$ cat config.mk
export PLATFORM = sky130hd
export DESIGN_NAME = if_stage
export DESIGN_NICKNAME = d
export VERILOG_FILES = /design/src/rtl/if_stage_pkg.sv /design/src/rtl/if_stage_pc_reg.sv /design/src/rtl/if_stage.sv
export SDC_FILE = /design/constraint.sdc
export NUM_CORES = 1
export LEC_CHECK = 0
export CAP_MARGIN = 20
export CORE_ASPECT_RATIO = 1.2
export CORE_MARGIN = 1.5
export CORE_UTILIZATION = 34
export CTS_CLUSTER_SIZE = 8
export DETAILED_ROUTE_END_ITERATION = 7
export SKIP_LAST_GASP = 1
export SLEW_MARGIN = 20
export SYNTH_ARGS = -nofsm -noshare
export SYNTH_HDL_FRONTEND = slang
export SYNTH_HIERARCHICAL = 1
export SYNTH_SLANG_ARGS = --single-unit
$ cat constraint.sdc
create_clock -name clk -period 7.4 [get_ports clk]
set_input_delay 1.48 -clock clk [delete_from_list [all_inputs] [get_ports clk]]
set_output_delay 1.48 -clock clk [all_outputs]
set_load 0.05 [all_outputs]
$ cat src/rtl/if_stage_pkg.sv
// rtl/if_stage_pkg.sv - shared widths, reset PC, state type and PC helper for the IF stage
//
// Purpose: bus widths for the IF->ID and EX->IF buses, default reset PC,
//          IF state enumeration and the sequential-PC helper.
// Ports:   none (package).
package if_stage_pkg;

  localparam int          IF_TO_ID_BUS_WIDTH = 64;
  localparam int          EX_TO_IF_BUS_WIDTH = 33;
  localparam logic [31:0] RESET_PC_DEFAULT   = 32'h0000_0000;

  // STARTUP covers the single cycle after reset where no ROM read is in flight yet.
  typedef enum logic {
    ST_STARTUP = 1'b0,
    ST_RUN     = 1'b1
  } if_state_e;

  // Sequential PC, deliberately modulo 2^32 so 0xFFFF_FFFC wraps to 0.
  function automatic logic [31:0] pc_plus4(input logic [31:0] pc);
    return pc + 32'd4;
  endfunction

endpackage

$ cat src/rtl/if_stage_pc_reg.sv
// rtl/if_stage_pc_reg.sv - PC and held-PC registers with load enables
//
// Purpose: holds the fetch PC and the address of the instruction last
//          handed to ID, both async-reset to RESET_PC.
// Ports:   clk, rst        clock, async active-high reset
//          pc_we, pc_next  load enable / value for the fetch PC
//          held_we, held_next  load enable / value for held_pc
//          pc, held_pc     registered outputs
module pc_reg
  import if_stage_pkg::*;
#(
  parameter logic [31:0] RESET_PC = RESET_PC_DEFAULT
) (
  input  logic        clk,
  input  logic        rst,
  input  logic        pc_we,
  input  logic [31:0] pc_next,
  input  logic        held_we,
  input  logic [31:0] held_next,
  output logic [31:0] pc,
  output logic [31:0] held_pc
);

  logic [31:0] pc_d, pc_q;
  logic [31:0] held_pc_d, held_pc_q;

  always_comb begin
    pc_d      = pc_we   ? pc_next   : pc_q;
    held_pc_d = held_we ? held_next : held_pc_q;
  end

  always_ff @(posedge clk or posedge rst) begin
    if (rst) begin
      pc_q      <= RESET_PC;
      held_pc_q <= RESET_PC;
    end else begin
      pc_q      <= pc_d;
      held_pc_q <= held_pc_d;
    end
  end

  assign pc      = pc_q;
  assign held_pc = held_pc_q;

endmodule

$ cat src/rtl/if_stage.sv
// rtl/if_stage.sv - RV32I instruction-fetch stage, IF->ID valid/allow-in sender
//
// Purpose: owns the PC, drives the synchronous IROM address, applies EX
//          branch redirects and holds the ROM address while ID stalls.
// Ports:   clk, rst         clock, async active-high reset
//          ex_to_if_bus     {br_taken, br_target[31:0]} from EX
//          id_allow_in      ID can accept an instruction this cycle
//          irom_addr        byte address to the IROM (data next cycle)
//          if_to_id_bus     {pc4, pc} to ID
//          if_to_id_valid   bus carries a valid instruction
//          fetch_fault      sticky misaligned-branch-target flag
module if_stage
  import if_stage_pkg::*;
#(
  parameter logic [31:0] RESET_PC = RESET_PC_DEFAULT
) (
  input  logic                          clk,
  input  logic                          rst,
  input  logic [EX_TO_IF_BUS_WIDTH-1:0] ex_to_if_bus,
  input  logic                          id_allow_in,
  output logic [31:0]                   irom_addr,
  output logic [IF_TO_ID_BUS_WIDTH-1:0] if_to_id_bus,
  output logic                          if_to_id_valid,
  output logic                          fetch_fault
);

  logic        br_taken;
  logic [31:0] br_target;
  assign br_taken  = ex_to_if_bus[32];
  assign br_target = ex_to_if_bus[31:0];

  if_state_e   state_d, state_q;
  logic        fault_d, fault_q;
  logic        if_valid;
  logic        pc_we, held_we;
  logic [31:0] pc_next, held_next;
  logic [31:0] pc, held_pc, pc4;

  pc_reg #(.RESET_PC(RESET_PC)) u_pc_reg (
    .clk       (clk),
    .rst       (rst),
    .pc_we     (pc_we),
    .pc_next   (pc_next),
    .held_we   (held_we),
    .held_next (held_next),
    .pc        (pc),
    .held_pc   (held_pc)
  );

  assign if_valid = (state_q == ST_RUN);
  assign pc4      = pc_plus4(pc);

  always_comb begin
    state_d   = state_q;
    fault_d   = fault_q;
    pc_we     = 1'b0;
    pc_next   = pc;
    held_we   = 1'b0;
    held_next = pc;
    if (br_taken) begin
      // Redirect beats stall and startup; the low bits are dropped, not trapped.
      pc_we   = 1'b1;
      pc_next = {br_target[31:2], 2'b00};
      state_d = ST_RUN;
      if (br_target[1:0] != 2'b00) fault_d = 1'b1;
    end else if (!if_valid) begin
      state_d = ST_RUN;
    end else if (id_allow_in) begin
      pc_we   = 1'b1;
      pc_next = pc4;
      held_we = 1'b1;
    end
  end

  always_ff @(posedge clk or posedge rst) begin
    if (rst) begin
      state_q <= ST_STARTUP;
      fault_q <= 1'b0;
    end else begin
      state_q <= state_d;
      fault_q <= fault_d;
    end
  end

  assign if_to_id_valid = if_valid && !br_taken;
  // Re-read the instruction ID holds unless this edge completes a handshake.
  assign irom_addr      = (if_valid && id_allow_in && !br_taken) ? pc : held_pc;
  assign if_to_id_bus   = {pc4, pc};
  assign fetch_fault    = fault_q;

endmodule
==> results of run 1 <==
-- worst paths after layout --
kind / slack (ps) / from / endpoint / cells after the start
setup / recovery: 1590 / id_allow_in / irom_addr[13] / 5
hold / removal: 480 / fetch_fault$_DFFE_PP0P_ / fetch_fault$_DFFE_PP0P_ / 1
setup reg to reg: 4390 / if_valid$_DFF_PP0_ / u_pc_reg/held_pc[14]$_DFFE_PP0P_ / 5
hold reg to reg: 480 / fetch_fault$_DFFE_PP0P_ / fetch_fault$_DFFE_PP0P_ / 1
max in group asynchronous: 5090 / rst / u_pc_reg/held_pc[18]$_DFFE_PP0P_ / 3
min in group asynchronous: 1340 / rst / if_valid$_DFF_PP0_ / 2
-- cell usage in the layout (no fill, tap or decap), types with 2 or more instances in the layout --
cell	Yosys	final
nand4_1	13	13
and3_1	2	2
a31oi_1	17	17
mux2_2	28	28
nor3_1	6	6
buf_4	2	7
and4_1	2	2
o21ai_0	21	21
nor4_1	7	7
inv_1	8	6
xor2_1	14	14
and2_1	3	3
nand2_1	43	41
nor2b_1	3	3
inv_2	1	3
clkinvlp_4	0	2
or3_1	4	4
mux2_4	60	60
nor2_1	25	25
o31ai_1	14	14
clkdlybuf4s50_1	0	130
nand2b_1	2	2
clkbuf_16	0	9
nand3_1	11	11
dfrtp_1	66	66
xnor2_1	25	25
nand4b_1	3	3
or4_1	16	16
bufinv_16	0	3
-- power groups by stage --
stage          combinational, uW  sequential (uW)  clock (uW)
3_5_place_dp                 925              546           0
6_report                     923              542         505
5_1_grt                      964              559         533
4_1_cts                      930              543         514
2_1_floorplan                593              599           0
3_3_place_gp                 922              544           0
-- metrics by stage --
step / setup slack (ps) / hold WS (ps) / cells / instance area, sq um / power [uW]
3_3_place_gp: 1640 / 453 / 708 / 5930 / 1470
6_report: 1590 / 481 / 724 / 6290 / 1970
4_1_cts: 1580 / 496 / 724 / 6290 / 1990
2_1_floorplan: 2450 / 475 / 445 / 4660 / 1190
3_5_place_dp: 1600 / 482 / 708 / 5940 / 1470
5_1_grt: 1430 / 518 / 724 / 6290 / 2060
-- layer usage --
layer	track usage, %	vias up	share of wire, %
met3	4.41	19	7.0
met2	28.3	129	47
met5	0	-	0
met4	7.29	0	2.2
met1	23.4	1853	43
li1	-	1809	-
-- kinds of logic after synthesis --
| kind of cell | Yosys count | share of synthesized area (%) |
|---|---|---|
| buffers and inverters | 51 | 7.09 |
| muxes | 89 | 26.3 |
| DFF | 66 | 35.5 |
| and+or+nand+nor | 145 | 16.5 |
| other | 1 | 0.0805 |
| xor gates and xnor gates | 39 | 7.33 |
| adders and majority gates | 1 | 0.269 |
| AOI/OAI and AO/OA | 53 | 6.98 |
-- final cells by class --
class,instances,share of cell area (%)
sequential,66,26.3
inverter,9,0.537
timing repair buffer,137,21.5
clock inverter,6,1.81
tap,168,3.34
clock buffer,10,3.80
multi-input combinational,328,42.7
==> flow_summary.json, run 1 <==
{
  "fp.dieW_um": 110,
  "tns_ps": 0,
  "cp-start-kind": "input pin",
  "rows": 46,
  "synthToLayoutAreaGrowth_pct": 35.0,
  "place_congestion": 0.787,
  "maxCapViolations": 0,
  "synthFlopType": "dfrtp_1",
  "power_frac_seq_pct": 27.5,
  "fin_util_pct": 47.3,
  "yosys_warnings": 6,
  "ant_nets": 0,
  "pwr_density_cell_nw_per_um2": 313,
  "critical_path_class": "input pin to output pin",
  "dieArea_sq_um": 14400,
  "fin_crit_ps": 5810,
  "worstPathRequired_ps": 5920,
  "root_buffer": "clkbuf_16",
  "synth_fp_nets": 482,
  "io_pins": 134,
  "crit_top_cell": "clkdlybuf4s50_1",
  "multiInputGateArea_sq_um": 2690,
  "cts_max_path_buffers": 2,
  "drive_gt1_share_pct": 21.8,
  "cts_inserted_buffers": 9,
  "cp_max_fo": 38,
  "timing.fmax_mhz": 172,
  "post_cts_resize_count": 0,
  "first_global_vias": 3825,
  "io_buffers": 133,
  "critPathBufInv": 2,
  "hold_buffers": 0,
  "clk_latency_ps": 330,
  "hold_path_class": "flip-flop to flip-flop",
  "synthTopCellsByArea": "dfrtp_1 (35%), mux2_4 (19%), mux2_2 (6.8%)",
  "worst-endpoint-arrival_ps": 4330,
  "finalSetupViolCount": 0,
  "vdd_ir_drop_max_mv": 0.208,
  "p_leak_uw": 0.00253,
  "worst_slew_pin_slew_ps": 891,
  "power_frac_clock_pct": 25.6,
  "via_per_inst": 5.26,
  "grt_pass1_wl_um": 20200,
  "synth_edf_count": 0,
  "synth_top_area_cell": "dfrtp_1",
  "core-area_sq_um": 13300,
  "drt_iter0_drc": 170,
  "async_flop_share_pct": 100,
  "synthCells": 445,
  "routed_wl_um": 12700,
  "power.internal_uw": 1150,
  "critPathTopFamily": "buffers and inverters",
  "n_antenna_cell": 0,
  "start_util_pct": 35.0,
  "dieHeight_um": 131,
  "post_cts_buffers": 0,
  "synth.avg_cell_area_sq_um": 10.5,
  "cts_tree": "built",
  "wl_per_cell_um": 17.6,
  "cts.sinks": 66,
  "cp_slowest_cell": "clkdlybuf4s50_1",
  "fin_worst_skew_ps": 6.57,
  "num-fill-cells": 1240,
  "synth_commonest_cells": "dfrtp_1 (66), mux2_4 (60), nand2_1 (43)",
  "ff_latch_area_sq_um": 1650,
  "synth_area_sq_um": 4660,
  "nets": 588,
  "ys_types": 39,
  "cts.clk_slew.worst_paths_ps": 60,
  "grt_max_degree": 65,
  "place_hpwl_um": 8710,
  "drt_pass1_iterations": 4,
  "comb_power_share_pct": 46.8,
  "h-tree-depth": 3,
  "synth_most_common_cell": "dfrtp_1",
  "ys_seq_area_share_pct": 35.5,
  "rsz0062_at_grt": "no",
  "hold_viol": 0,
  "slew_violations": 0,
  "path_cells": "clkdlybuf4s50_1 -> and2_1 -> nand2_2 -> o21ai_0 -> clkdlybuf4s50_1",
  "overflow": 0,
  "drcViolationCount": 0,
  "run_status": "complete, no violations",
  "switching_share_pct": 41.8,
  "max_slew_margin_pct": 40.4,
  "switchingPower_uw": 824,
  "grt_antenna_before_repair": 0,
  "max_stage_delay_ps": 870,
  "crit_path_end_kind": "output pin",
  "track_usage_pct": 18.0,
  "period_share_pct": 78.5,
  "vias": 3810,
  "post-synth-top-area-fraction_pct": 35.5,
  "synth_seq_cells": 66
}
Power figures use the tool's default switching activity.
==> run 2, diff against run 1 <==
Clock period 7.4 ns to 4.81 ns, I/O delays scaled along.
==> flow_summary.json, run 2 (synthesis gave the netlist of run 1 again) <==
{
  "worstPathRequired_ps": 3850,
  "fp.dieW_um": 110,
  "worst_slew_pin_slew_ps": 970,
  "comb_power_share_pct": 48.9,
  "period_share_pct": 88.8,
  "vias": 3772,
  "pwr_density_cell_nw_per_um2": 469,
  "via_per_inst": 5.17,
  "core-area_sq_um": 13300,
  "max_slew_margin_pct": 35.1,
  "n_antenna_cell": 0,
  "slew_violations": 0,
  "stdcell_area_sq_um": 6310,
  "finalSetupViolCount": 0,
  "cts_max_path_buffers": 2,
  "hold_path_depth": 1,
  "first_global_vias": 3864,
  "power.internal_uw": 1700,
  "grt_max_degree": 46,
  "synthToLayoutAreaGrowth_pct": 35.5,
  "routed_wl_um": 13000,
  "root_buffer": "clkbuf_16",
  "place_hpwl_um": 8980,
  "power_frac_seq_pct": 28.2,
  "cp_max_fo": 12,
  "post_cts_resize_count": 0,
  "num-fill-cells": 1239,
  "place_congestion": 0.803,
  "switchingPower_uw": 1260,
  "dieArea_sq_um": 14400,
  "layout_commonest_cell": "clkdlybuf4s50_1",
  "nets": 594,
  "drt_iter0_drc": 116,
  "final_cells": 729,
  "switching_share_pct": 42.7,
  "power_frac_clock_pct": 23.0,
  "fin_worst_skew_ps": 7.66,
  "h-tree-depth": 3,
  "hold_viol": 0,
  "tns_ps": 0,
  "grt_pass1_wl_um": 20700,
  "cp-start-kind": "flip-flop",
  "timing.fmax_mhz": 234,
  "vdd_ir_drop_max_mv": 0.316,
  "cts_inserted_buffers": 9,
  "dieHeight_um": 131,
  "maxCapViolations": 0,
  "crit_path_end_kind": "output pin",
  "post-place-cells": 714,
  "rsz0062_at_grt": "no",
  "run_status": "complete, no violations",
  "fin_crit_ps": 4270,
  "final_cell_mix": "clkdlybuf4s50_1 (101), dfrtp_1 (66), mux2_4 (60)",
  "drive_gt1_share_pct": 27.5,
  "hold_buffers": 0,
  "drcViolationCount": 0,
  "overflow": 0,
  "ff2ff_path_depth": 7,
  "io_buffers": 133,
  "p_leak_uw": 0.00260,
  "grt_antenna_before_repair": 0,
  "start_util_pct": 35.0,
  "worst-endpoint-arrival_ps": 3310,
  "rows": 46,
  "hold_path_class": "flip-flop to flip-flop",
  "wl_per_cell_um": 17.8,
  "cts_tree": "built",
  "post_cts_buffers": 0,
  "io_pins": 134,
  "cts.sinks": 66,
  "cts.clk_slew.worst_paths_ps": 60,
  "fin_util_pct": 47.5,
  "track_usage_pct": 18.6,
  "ant_nets": 0,
  "drt_pass1_iterations": 4,
  "critical_path_class": "flip-flop to output pin",
  "clk_latency_ps": 340,
  "power_uw": 2960,
  "placed_cell_area_sq_um": 6000
}
run 2: cell types whose count changed in the layout (fill, tap and decap cells not counted), sizes merged:
cell / previous run / this run
clkinvlp: 2 / 0
buf: 7 / 42
inv: 9 / 8
bufinv: 3 / 1
clkdlybuf4s50: 130 / 101
clkbuf: 10 / 13
clkinv: 1 / 2
run 2: power groups by stage:
stage / Sequential, uW / Clock (uW) / Combinational, uW
finish: 834 / 680 / 1450
global route: 860 / 719 / 1510
CTS: 834 / 692 / 1460
detailed placement: 839 / 0 / 1450
global placement: 838 / 0 / 1440
floorplan: 922 / 0 / 912
run 2: cell type report:
class,instances,area [sq um],area share [%]
Inverter,9,35.0,0.555
Clock buffer,13,270,4.28
Timing Repair Buffer,143,1430,22.6
Clock inverter,2,35.0,0.555
Multi-Input combinational cell,328,2680,42.5
Sequential cell,66,1650,26.2
Tap cell,168,210,3.33
run 2: final timing paths:
path / from / end / slack (ps)
worst max-delay path: u_pc_reg/pc[4]$_DFFE_PP0P_ / if_to_id_bus[53] / 540
worst min-delay path: fetch_fault$_DFFE_PP0P_ / fetch_fault$_DFFE_PP0P_ / 470
worst max register to register: if_valid$_DFF_PP0_ / u_pc_reg/held_pc[29]$_DFFE_PP0P_ / 2290
worst min register to register: fetch_fault$_DFFE_PP0P_ / fetch_fault$_DFFE_PP0P_ / 470
max in group asynchronous: rst / u_pc_reg/held_pc[24]$_DFFE_PP0P_ / 2900
min in group asynchronous: rst / if_valid$_DFF_PP0_ / 850
run 2: per-stage QoR:
stage | hold WS (ps) | worst slack (ps)
floorplan | 475 | 793
global placement | 451 | 883
detailed placement | 458 | 854
CTS | 471 | 519
global route | 489 | 345
finish | 467 | 540
run 2: routing by layer:
layer / wire length [um] / global-route usage [%] / vias to the layer above
met1: 5800 / 24.9 / 1819
met4: 259 / 6.49 / 0
met3: 881 / 4.71 / 18
met5: 0 / 0 / -
met2: 6010 / 28.8 / 119
li1: - / - / 1816
run 2: critical path: stages, from the launching register on:
cell	delay (ps)
dfrtp_1	520
nand3_1	120
buf_4	200
nor3_2	440
or4b_2	690
xnor2_1	160
clkdlybuf4s50_1	820
==> run 3, diff against run 2 <==
Settings changed: CELL_PAD_IN_SITES_DETAIL_PLACEMENT set to 0, CELL_PAD_IN_SITES_GLOBAL_PLACEMENT set to 1, CORE_UTILIZATION 34 to 33, CTS_CLUSTER_DIAMETER set to 120, PLACE_DENSITY_LB_ADDON set to 0.1.
==> flow_summary.json, run 3 (synthesis gave the netlist of run 1 again) <==
{
  "run_status": "complete, no violations",
  "io_pins": 134,
  "nets": 592,
  "switchingPower_uw": 1280,
  "place_congestion": 0.781,
  "path_depth": 5,
  "tns_ps": 0,
  "fin_worst_skew_ps": 5.18,
  "met3_usage_pct": 3.18,
  "path_cells": "nand4_1 -> or4_4 -> nor4_1 -> xor2_1 -> clkdlybuf4s50_1",
  "gr-usage-met2_pct": 29.3,
  "pwr_density_cell_nw_per_um2": 472,
  "routed_wl_um": 13400,
  "rows": 47,
  "hold_path_class": "flip-flop to flip-flop",
  "cts.clk_slew.worst_paths_ps": 60,
  "fin_util_pct": 45.8,
  "fin_crit_ps": 4510,
  "critPathBufInv": 1,
  "power.internal_uw": 1710,
  "comb_power_share_pct": 48.3,
  "grt_pass1_wl_um": 21400,
  "core-area_sq_um": 13800,
  "rsz0062_at_grt": "no",
  "switching_share_pct": 42.8,
  "cts_tree": "built",
  "power_uw": 2990,
  "crit_start": "u_pc_reg/pc[6]$_DFFE_PP0P_",
  "grt_antenna_before_repair": 0,
  "cp_slowest_cell": "clkdlybuf4s50_1",
  "track_usage_pct": 18.1,
  "root_buffer": "clkbuf_16",
  "layout_commonest_cell": "clkdlybuf4s50_1",
  "period_share_pct": 93.8,
  "worst_slew_pin_slew_ps": 855,
  "vdd_ir_drop_max_mv": 0.222,
  "reg2reg_slack_ps": 1970,
  "cp-start-kind": "flip-flop",
  "cts_inserted_buffers": 9,
  "cp_max_fo": 21,
  "vias": 3774,
  "ff2ff_path_depth": 5,
  "post_cts_buffers": 0,
  "power_frac_seq_pct": 28.0,
  "clk_latency_ps": 330,
  "p_leak_uw": 0.00260,
  "final_cell_mix": "clkdlybuf4s50_1 (101), dfrtp_1 (66), mux2_4 (60)",
  "top_usage_layer": "met2",
  "wl_per_cell_um": 18.3,
  "max_stage_delay_ps": 820,
  "h-tree-depth": 3,
  "io_buffers": 133,
  "worstPathRequired_ps": 3850,
  "critPathCapture": "if_to_id_bus[62]",
  "dieArea_sq_um": 14800,
  "r2r_end": "u_pc_reg/pc[31]$_DFFE_PP0P_",
  "cts_max_path_buffers": 2,
  "fp.dieW_um": 111,
  "ant_nets": 0,
  "critical_path_class": "flip-flop to output pin",
  "post_cts_resize_count": 0,
  "start_util_pct": 33.7,
  "place_hpwl_um": 9140,
  "maxCapViolations": 0,
  "max_slew_margin_pct": 43.0,
  "critPathTopFamily": "simple AND/OR/NAND/NOR gates",
  "grt_max_degree": 46,
  "hold_viol": 0,
  "hold_buffers": 0,
  "overflow": 0,
  "power_frac_clock_pct": 23.6,
  "cts.sinks": 66,
  "met1_usage_pct": 24.4,
  "drt_pass1_iterations": 4,
  "drcViolationCount": 0,
  "crit_path_end_kind": "output pin",
  "worst-endpoint-arrival_ps": 3550,
  "finalSetupViolCount": 0,
  "timing.rr.start": "u_pc_reg/pc[6]$_DFFE_PP0P_",
  "first_global_vias": 3904,
  "synthToLayoutAreaGrowth_pct": 35.9,
  "n_antenna_cell": 0,
  "num-fill-cells": 1339,
  "drt_iter0_drc": 188,
  "drive_gt1_share_pct": 27.5,
  "dieHeight_um": 133,
  "via_per_inst": 5.16,
  "timing.fmax_mhz": 222,
  "slew_violations": 0
}
-- run 3: per-layer routing --
layer	share of wire [%]	up-vias	routed length [um]
li1	-	1816	-
met1	47	1844	6310
met2	47	100	6300
met3	4.2	14	556
met4	1.6	0	218
met5	0	-	0
-- run 3: worst min-delay path by stage --
stage	start	to	cells past startpoint	slack, ps
floorplan	u_pc_reg/held_pc[29]$_DFFE_PP0P_	u_pc_reg/held_pc[29]$_DFFE_PP0P_	1	470
global placement	fetch_fault$_DFFE_PP0P_	fetch_fault$_DFFE_PP0P_	1	450
detailed placement	fetch_fault$_DFFE_PP0P_	fetch_fault$_DFFE_PP0P_	1	460
CTS	fetch_fault$_DFFE_PP0P_	fetch_fault$_DFFE_PP0P_	1	480
global route	u_pc_reg/held_pc[22]$_DFFE_PP0P_	u_pc_reg/held_pc[22]$_DFFE_PP0P_	1	520
finish	fetch_fault$_DFFE_PP0P_	fetch_fault$_DFFE_PP0P_	1	470
-- run 3: per-stage QoR --
| step | instances | setup WS [ps] | hold WS (ps) | instance area (sq um) |
|---|---|---|---|---|
| after global placement | 715 | 704 | 454 | 6000 |
| after CTS | 731 | 263 | 484 | 6330 |
| final | 731 | 300 | 469 | 6330 |
| after global routing | 731 | 46.1 | 523 | 6330 |
| after floorplan | 445 | 793 | 475 | 4660 |
| after detailed placement | 715 | 628 | 460 | 6010 |
-- run 3: final cells by class --
type / count / area, sq um / area share, %
clock buffer: 9 / 225 / 3.56
clock inverter: 7 / 93.8 / 1.48
inverter: 9 / 35.0 / 0.553
multi-input combinational: 328 / 2690 / 42.4
sequential: 66 / 1650 / 26.1
tap: 171 / 214 / 3.38
timing repair buffer: 141 / 1420 / 22.5
-- run 3: worst reg2reg max path, stage by stage (launching register included) --
cell	delay, ps
dfrtp_1	550
nand4_1	510
or4_1	860
or4_1	500
a31oi_1	190
mux2_4	160
-- run 3: power groups by stage --
stage / Clock (uW) / Sequential [uW] / Combinational [uW]
6_report: 705 / 838 / 1440
3_3_place_gp: 0 / 839 / 1450
2_1_floorplan: 0 / 922 / 912
3_5_place_dp: 0 / 845 / 1450
5_1_grt: 746 / 863 / 1510
4_1_cts: 720 / 840 / 1460
